--- config.mk ---
export PLATFORM = sky130hd
export DESIGN_NAME = regbank_sequencer
export DESIGN_NICKNAME = d
export VERILOG_FILES = /design/src/rtl/regbank_seq_pkg.sv /design/src/rtl/regbank_sequencer.sv
export SDC_FILE = /design/constraint.sdc
export NUM_CORES = 1
export LEC_CHECK = 0
export BUFFER_PORTS_ARGS = -buffer_cell sky130_fd_sc_hd__buf_2
export CELL_PAD_IN_SITES_DETAIL_PLACEMENT = 1
export CELL_PAD_IN_SITES_GLOBAL_PLACEMENT = 1
export CORE_MARGIN = 3
export CORE_UTILIZATION = 25
export CTS_CLUSTER_SIZE = 40
export DETAILED_ROUTE_END_ITERATION = 8
export HOLD_SLACK_MARGIN = 0.02
export PLACE_DENSITY = 0.53
export SYNTH_ARGS = -nofsm -noshare
export SYNTH_HDL_FRONTEND = slang
export SYNTH_SLANG_ARGS = --single-unit
export TNS_END_PERCENT = 5
--- constraint.sdc ---
create_clock -name clk -period 1.6 [get_ports clk]
set_input_delay 0.32 -clock clk [delete_from_list [all_inputs] [get_ports clk]]
set_output_delay 0.32 -clock clk [all_outputs]
set_load 0.005 [all_outputs]
--- src/rtl/regbank_seq_pkg.sv ---
// regbank_seq_pkg: shared definitions for the register-bank access sequencer.
//   - command op encodings (OP_LOAD / OP_STORE / OP_MOVE / OP_SWAP)
//   - register-select constants (REG1 / REG2)
//   - sequencer state enum
package regbank_seq_pkg;

    localparam logic [1:0] OP_LOAD  = 2'b00;
    localparam logic [1:0] OP_STORE = 2'b01;
    localparam logic [1:0] OP_MOVE  = 2'b10;
    localparam logic [1:0] OP_SWAP  = 2'b11;

    localparam logic REG1 = 1'b0;
    localparam logic REG2 = 1'b1;

    typedef enum logic [2:0] {
        ST_IDLE   = 3'd0,
        ST_READ_A = 3'd1,
        ST_READ_B = 3'd2,
        ST_WRITE  = 3'd3,
        ST_RESP   = 3'd4
    } state_t;

endpackage

--- src/rtl/regbank_sequencer.sv ---
// regbank_sequencer: turns one command at a time into a timed sequence of
// read/write strobes on a two-register bank and returns a response word.
//
// Ports:
//   clk, reset                 clock; asynchronous active-low reset
//   cmd_valid/cmd_ready        command handshake
//   cmd_op/cmd_src/cmd_dst     op (LOAD/STORE/MOVE/SWAP), source and destination select
//   cmd_data                   immediate for LOAD
//   rsp_valid/rsp_ready        response handshake
//   rsp_data                   response value (0 outside the response phase)
//   write_enable_1/2           bank write strobes
//   data_in_1/2                bank write data (0 while the matching strobe is low)
//   read_enable_1/2            bank read strobes
//   data_out_1/2               bank read data, sampled at the end of a read phase
//   dbg_state                  current sequencer state
//
// Handshakes: a transfer happens on a rising edge where valid and ready are
// both high. The initiator holds a command stable until it is accepted;
// rsp_valid and rsp_data stay stable until rsp_ready is seen. cmd_ready is
// only high while idle, so a new command cannot overlap a pending response.
module regbank_sequencer
    import regbank_seq_pkg::*;
#(
    parameter int WIDTH    = 2,
    parameter int READ_LAT = 1     // legal range 1..4 (two-bit latency counter)
) (
    input  logic             clk,
    input  logic             reset,
    input  logic             cmd_valid,
    output logic             cmd_ready,
    input  logic [1:0]       cmd_op,
    input  logic             cmd_src,
    input  logic             cmd_dst,
    input  logic [WIDTH-1:0] cmd_data,
    output logic             rsp_valid,
    input  logic             rsp_ready,
    output logic [WIDTH-1:0] rsp_data,
    output logic             write_enable_1,
    output logic             write_enable_2,
    output logic [WIDTH-1:0] data_in_1,
    output logic [WIDTH-1:0] data_in_2,
    output logic             read_enable_1,
    output logic             read_enable_2,
    input  logic [WIDTH-1:0] data_out_1,
    input  logic [WIDTH-1:0] data_out_2,
    output logic [2:0]       dbg_state
);

    localparam logic [1:0] LAT_LOAD = 2'(READ_LAT - 1);

    state_t           state, state_nx;
    logic             started;     // keeps cmd_ready low until the first edge after reset
    logic [1:0]       op_q;
    logic             src_q;
    logic             dst_q;
    logic [WIDTH-1:0] data_q;
    logic [WIDTH-1:0] t1;
    logic [WIDTH-1:0] t2;
    logic [1:0]       lat_cnt;
    logic [WIDTH-1:0] wdata;

    logic accept;
    logic last_read;
    assign accept    = cmd_valid & cmd_ready;
    assign last_read = (lat_cnt == 2'd0);
    assign dbg_state = state;

    always_ff @(posedge clk or negedge reset) begin
        if (!reset) state <= ST_IDLE;
        else        state <= state_nx;
    end

    always_comb begin
        state_nx = state;
        case (state)
            ST_IDLE:   if (accept) state_nx = (cmd_op == OP_LOAD) ? ST_WRITE : ST_READ_A;
            ST_READ_A: begin
                if (last_read) begin
                    case (op_q)
                        OP_MOVE: state_nx = ST_WRITE;
                        OP_SWAP: state_nx = ST_READ_B;
                        default: state_nx = ST_RESP;   // STORE
                    endcase
                end
            end
            ST_READ_B: if (last_read) state_nx = ST_WRITE;
            ST_WRITE:  state_nx = ST_RESP;
            ST_RESP:   if (rsp_ready) state_nx = ST_IDLE;
            default:   state_nx = ST_IDLE;
        endcase
    end

    always_ff @(posedge clk or negedge reset) begin
        if (!reset) begin
            started <= 1'b0;
            op_q    <= OP_LOAD;
            src_q   <= REG1;
            dst_q   <= REG1;
            data_q  <= '0;
            t1      <= '0;
            t2      <= '0;
            lat_cnt <= 2'd0;
        end else begin
            started <= 1'b1;
            if (accept) begin
                op_q   <= cmd_op;
                src_q  <= cmd_src;
                dst_q  <= cmd_dst;
                data_q <= cmd_data;
            end
            // Reload on entry into either read state (READ_A -> READ_B included).
            if ((state_nx == ST_READ_A || state_nx == ST_READ_B) && state_nx != state)
                lat_cnt <= LAT_LOAD;
            else if ((state == ST_READ_A || state == ST_READ_B) && !last_read)
                lat_cnt <= lat_cnt - 2'd1;
            // Capture on the edge that ends the final read cycle; SWAP always reads reg1 first.
            if (state == ST_READ_A && last_read)
                t1 <= (op_q == OP_SWAP || src_q == REG1) ? data_out_1 : data_out_2;
            if (state == ST_READ_B && last_read)
                t2 <= data_out_2;
        end
    end

    // Strobes and response are pure decodes of state plus the latched command,
    // so an asynchronous reset drops them immediately.
    always_comb begin
        cmd_ready      = started && (state == ST_IDLE);
        rsp_valid      = (state == ST_RESP);
        rsp_data       = '0;
        read_enable_1  = 1'b0;
        read_enable_2  = 1'b0;
        write_enable_1 = 1'b0;
        write_enable_2 = 1'b0;
        data_in_1      = '0;
        data_in_2      = '0;
        wdata          = (op_q == OP_LOAD) ? data_q : t1;
        case (state)
            ST_READ_A: begin
                if (op_q == OP_SWAP || src_q == REG1) read_enable_1 = 1'b1;
                else                                  read_enable_2 = 1'b1;
            end
            ST_READ_B: read_enable_2 = 1'b1;
            ST_WRITE: begin
                if (op_q == OP_SWAP) begin
                    write_enable_1 = 1'b1;
                    write_enable_2 = 1'b1;
                    data_in_1      = t2;
                    data_in_2      = t1;
                end else if (dst_q == REG1) begin
                    write_enable_1 = 1'b1;
                    data_in_1      = wdata;
                end else begin
                    write_enable_2 = 1'b1;
                    data_in_2      = wdata;
                end
            end
            ST_RESP:   rsp_data = wdata;   // LOAD: immediate, all others: t1
            default: ;
        endcase
    end

endmodule

=== Word level (Yosys, flattened, before mapping) ===
Cells that the tools add are included.

* Add/sub/neg operators: 1
* Equal/unequal tests: 9
* Multiplexer cells: 28
* Bitwise logic cells: 2
* Reduce and logical (&&, ||, !) cells: 14

{| class="wikitable"
|+ Operators with widths
! operator !! count
|-
| 2-bit two-way mux || 12
|-
| 3-bit case mux with 5 select lines || 1
|-
| 3-bit two-way mux || 4
|-
| 3-bit by 2-bit == test with 1-bit output, second input constant || 3
|-
| 1-bit two-way mux || 9
|-
| 3-bit by 1-bit == test with 1-bit output, second input constant || 2
|-
| 2-bit zero test || 3
|-
| 3-bit case mux with 2 select lines || 1
|-
| 1-bit logical AND || 5
|-
| 2-bit == test, second input constant || 2
|-
| 3-bit == test, second input constant || 1
|-
| 3-bit zero test || 1
|-
| 1-bit logical OR || 3
|-
| 3-bit != test || 1
|-
| 1-bit case mux with 2 select lines || 1
|-
| 2-bit nonzero test || 1
|-
| 2-bit by 1-bit subtractor with 2-bit output, second input constant || 1
|-
| 1-bit AND || 1
|-
| 1-bit zero test || 1
|-
| 1-bit NOT || 1
|}

* Bits in registers: 16
* Bits of input ports: 14
* Output and inout bits: 15

=== Longest topological paths before layout ===
* Depth after elaboration: 9
* Depth in mapped cells: 5
* Mapped depth without buffers: 5

=== Worst setup path after synthesis ===
Ideal clock, no wire load.

* Path kind: register -> output
* Start point: register dst_q
* End point: output data_in_1[1]
* Arrival time: 1169 ps
* Data required time: 1280 ps
* Path slack: 111 ps
* Stages on the path, launching flop included: 4
* Cells stage by stage: dfrtp_1 -> clkbuf_1 -> or4b_1 -> a31oi_1

* Longest elaborated chain between the ends: 3

{| class="wikitable"
|+ Ends and longest elaborated chain
! element !! line !! source
|-
| from (decl) || regbank_sequencer.sv:55 || <nowiki>logic dst_q;</nowiki>
|-
| from (signal assigned) || regbank_sequencer.sv:108 || <nowiki>dst_q <= cmd_dst;</nowiki>
|-
| 2-bit two-way mux || regbank_sequencer.sv:149 || <nowiki>end else if (dst_q == REG1) begin</nowiki>
|-
| 2-bit two-way mux || regbank_sequencer.sv:144 || <nowiki>if (op_q == OP_SWAP) begin</nowiki>
|-
| 2-bit two-way mux || regbank_sequencer.sv:137 || <nowiki>case (state)</nowiki>
|-
| to (decl) || regbank_sequencer.sv:40 || <nowiki>output logic [WIDTH-1:0] data_in_1,</nowiki>
|}

Every way passes these cells.

=== Final worst setup path ===
* Start point: register op_q[0]
* End point: output data_in_1[1]

* Longest elaborated chain between the ends: 5
* Elaborated cells between the ends (all ways): 6
* Those cells by class: eq/ne: 1; mux: 4; reduce/logical: 1

{| class="wikitable"
|+ Ends and longest elaborated chain
! element !! line !! source
|-
| from (decl) || regbank_sequencer.sv:53 || <nowiki>logic [1:0] op_q;</nowiki>
|-
| from (signal assigned) || regbank_sequencer.sv:106 || <nowiki>op_q <= cmd_op;</nowiki>
|-
| 2-bit zero test || regbank_sequencer.sv:136 || <nowiki>wdata = (op_q == OP_LOAD) ? data_q : t1;</nowiki>
|-
| 2-bit two-way mux || regbank_sequencer.sv:136 ||
|-
| 2-bit two-way mux || regbank_sequencer.sv:149 ||
|-
| 2-bit two-way mux * || regbank_sequencer.sv:144 ||
|-
| 2-bit two-way mux * || regbank_sequencer.sv:137 ||
|}

Mark *: on every way between the ends. The rest lies on a longest branch, timed or not.

==> impl_metrics.py <==
metrics = {
    "clock_network": {
        "clock_latency_ps": 250,
        "cts_sinks": 16,
        "cts_root_buffer": "clkbuf_8",
        "cts_max_path_buffers": 2,
        "cts_made_buffers": 3,
        "clock_tree_from_tritoncts": "built",
        "cts_htree_levels": 1,
        "clock_slew_at_reported_path_ffs_ps": 70,
    },
    "final_layout": {
        "antennaDiodeCount": 0,
        "nNetsFinal": 160,
        "most_common_library_cell_in_the_layout_ignoring_fill_and_taps": "buf_2",
        "area_growth_syn_to_layout_pct": 38.4,
        "final_util_pct": 36.8,
        "post-route-cell-area_um2": 1390,
        "fillCellCount": 441,
        "most-common-layout-cells": "buf_2, dfrtp_1, nor2_1, mux2_2, buf_4",
        "drive_above_1_share_pct": 49.0,
    },
    "floorplan": {
        "initial_core_util_pct": 26.6,
        "floorplan.rows": 22,
        "die-height_um": 69.4,
        "core_area_um2": 3770,
        "num_io_pins": 29,
        "die-width_um": 69.4,
        "design.die.area_um2": 4810,
    },
    "worst_hold_path": {
        "timing.hold.worst.class": "in2reg",
        "holdPathEnd": "dbg_state[2]",
        "hold-path-cell-count": 2,
        "timing.hold.worst.start": "rsp_ready",
    },
    "yosys": {
        "cell_variety_after_synth": 36,
        "yosys_register_bits": 16,
        "ys_warn_count": 0,
        "synth.yosys.seq_area_share_pct": 39.9,
        "syn_area_um2": 1000,
        "synth_fp_nets": 121,
        "synthCells": 105,
        "synthesis.area_per_instance_um2": 9.56,
    },
    "global_routing": {
        "overflow": 0,
        "grt_max_degree": 17,
        "antenna_found_initial": 0,
        "number_of_global_route_vias_before_repair": 1018,
        "grt_pass1_wl_um": 4860,
        "grt_usage_pct": 12.7,
    },
    "timing": {
        "timing.final.hold_violations": 0,
        "grt_setup_unrepaired": "true",
        "skew_ps": 3.08,
        "final.setup.worst_slack_ps": -241,
        "post-route-period-util_pct": 115,
        "period_minus_ws_final_ps": 1840,
        "achievable-frequency_mhz": 543,
        "finalSetupViolCount": 11,
        "finalSetupTns_ps": -1290,
        "drv_slew": 0,
        "timing.hold.ws_ps": 237,
    },
    "route": {
        "routed_via_count": 925,
        "detail_route.vias_per_cell": 4.84,
        "routed_wire_length_per_instance_um": 15.5,
        "detailedRoute.firstPassIterationCount": 4,
        "drtIter0Drc": 11,
        "final_antenna_net_count": 0,
        "drt_drc_violations_left": 0,
        "totalWireLength_um": 2950,
    },
    "power_and_ir_drop": {
        "power_density_nw_per_um2": 1870,
        "max-vdd-ir-drop_v": 0.000496,
        "static-leakage-power_uw": 0.000637,
    },
    "critical_path": {
        "cp_num_buf_inv": 2,
        "worst_setup_path_startpoint": "op_q[0]",
        "crit_slowest_cell": "dfrtp_1",
        "critical_path_peak_fanout": 7,
        "r2r-start": "lat_cnt[0]",
        "reg2reg_to": "lat_cnt[0]",
        "cpPeakStageDelay_ps": 410,
        "top_delay_family_on_crit_path": "flip-flops",
        "cp.required_ps": 1280,
        "crit_path_cell_trace": "buf_6 -> mux2i_1 -> or3_1 -> a31oi_1 -> buf_2",
        "worstPathArrival_ps": 1520,
        "endpoint_kind": "output pin",
        "start_kind": "flop",
        "timing.reg2reg.setup_slack_ps": 100,
        "worstSetupPathType": "reg2out",
        "ff2ff_path_depth": 6,
    },
    "placement": {
        "dp_hpwl_um": 2310,
        "place_ws_ps": -7.74,
        "number_of_buffers_inserted_by_port_buffering": 28,
        "finalWeightedCongestion": 0.737,
        "placed_area_um2": 1240,
    },
    "flow_run": {
        "timing.max_cap.violations": 0,
    },
    "status": {
        "run_status": "finished, violations left",
        "violations": "negative setup slack",
    },
}
==> final cells by class <==
cell class                 count  area (um^2)  share of cell area (%)
clock buffer                   4         55.1                    3.96
inverter                       6         22.5                    1.62
multi-input combinational     77          603                    43.4
sequential                    16          404                    29.1
tap                           48         60.1                    4.32
timing repair buffer          40          244                    17.6
==> stage by stage <==
stage	cells	total power, uW
after floorplan	105	1550
after global placement	185	1990
after detailed placement	185	2050
after CTS	191	2560
after global routing	191	2810
final	191	2590
==> logic make-up (layout without fill, tap and decap cells) <==
family / Yosys count / count (layout) / synth area share, %
compound gates: 25 / 25 / 15.3
xor+xnor: 1 / 1 / 0.873
fa+ha+maj: 3 / 3 / 3.49
buf+inv: 12 / 50 / 5.61
flops: 16 / 16 / 39.9
mux: 12 / 12 / 13.0
other cells: 1 / 1 / 0.374
simple gates: 35 / 35 / 21.4
==> cells in the mapped netlist <==
master,instances,area (um^2)
dfrtp_1,16,400
a21oi_1,11,55.1
nor2_1,9,33.8
mux2_2,8,90.1
inv_1,6,22.5
nand2_1,6,22.5
mux2i_1,4,40.0
nand3_1,4,20.0
a31oi_1,3,18.8
buf_2,3,15.0
o21ai_0,3,15.0
a32oi_1,2,17.5
clkbuf_1,2,7.51
ha_1,2,25.0
nor2b_1,2,12.5
o31ai_1,2,15.0
or3_1,2,12.5
or4_1,2,15.0
a21boi_0,1,7.51
a22o_1,1,8.76
and2_1,1,6.26
and4bb_2,1,12.5
buf_6,1,11.3
conb_1,1,3.75
maj3_1,1,10.0
nand2_4,1,11.3
nand2b_1,1,6.26
nand3b_1,1,7.51
nor3_1,1,5.00
nor4_1,1,6.26
nor4b_4,1,23.8
nor4bb_1,1,10.0
o21a_1,1,7.51
o32ai_1,1,8.76
or4b_1,1,10.0
xnor2_1,1,8.76
==> flip-flops by register name (all words and copies together) (netlist names) <==
signal / count
started: 1
dbg_state: 3
dst_q: 1
data_q: 2
t1: 2
lat_cnt: 2
t2: 2
op_q: 2
src_q: 1
==> layer usage <==
layer	global-route usage [%]	share of wire (%)	vias up	wire [um]
met2	21.0	49	21	1460
met4	6.51	2.1	0	63
met1	15.4	44	441	1310
met3	2.75	4.2	5	124
met5	0	0	-	0
li1	-	-	458	-
==> worst max-delay path by stage <==
stage              endpoint  slack [ps]  cells past startpoint
3_3_place_gp   data_in_2[0]          40                      5
6_report       data_in_1[1]        -240                      5
4_1_cts        data_in_1[1]        -240                      5
3_5_place_dp    rsp_data[0]          -8                      6
2_1_floorplan  data_in_1[1]         110                      3
5_1_grt        data_in_1[1]        -330                      5
==> timing repair <==
item / in CTS / in global routing
endpoints found under the setup margin: 12 / 16
hold endpoints to repair: 16 / 0
setup buffers: 1 / 0
resized for setup: 15 / 7
hold buffers: 1 / 0
pin swaps: 3 / 2
==> power breakdown <==
group / leakage, uW / total, uW / internal, uW / switching, uW
sequential: 0.000189 / 805 / 586 / 218
clock: 0.0000288 / 367 / 219 / 148
combinational: 0.000419 / 1420 / 721 / 698
total: 0.000637 / 2590 / 1530 / 1060
No activity file was read; power rests on OpenSTA's default activity.
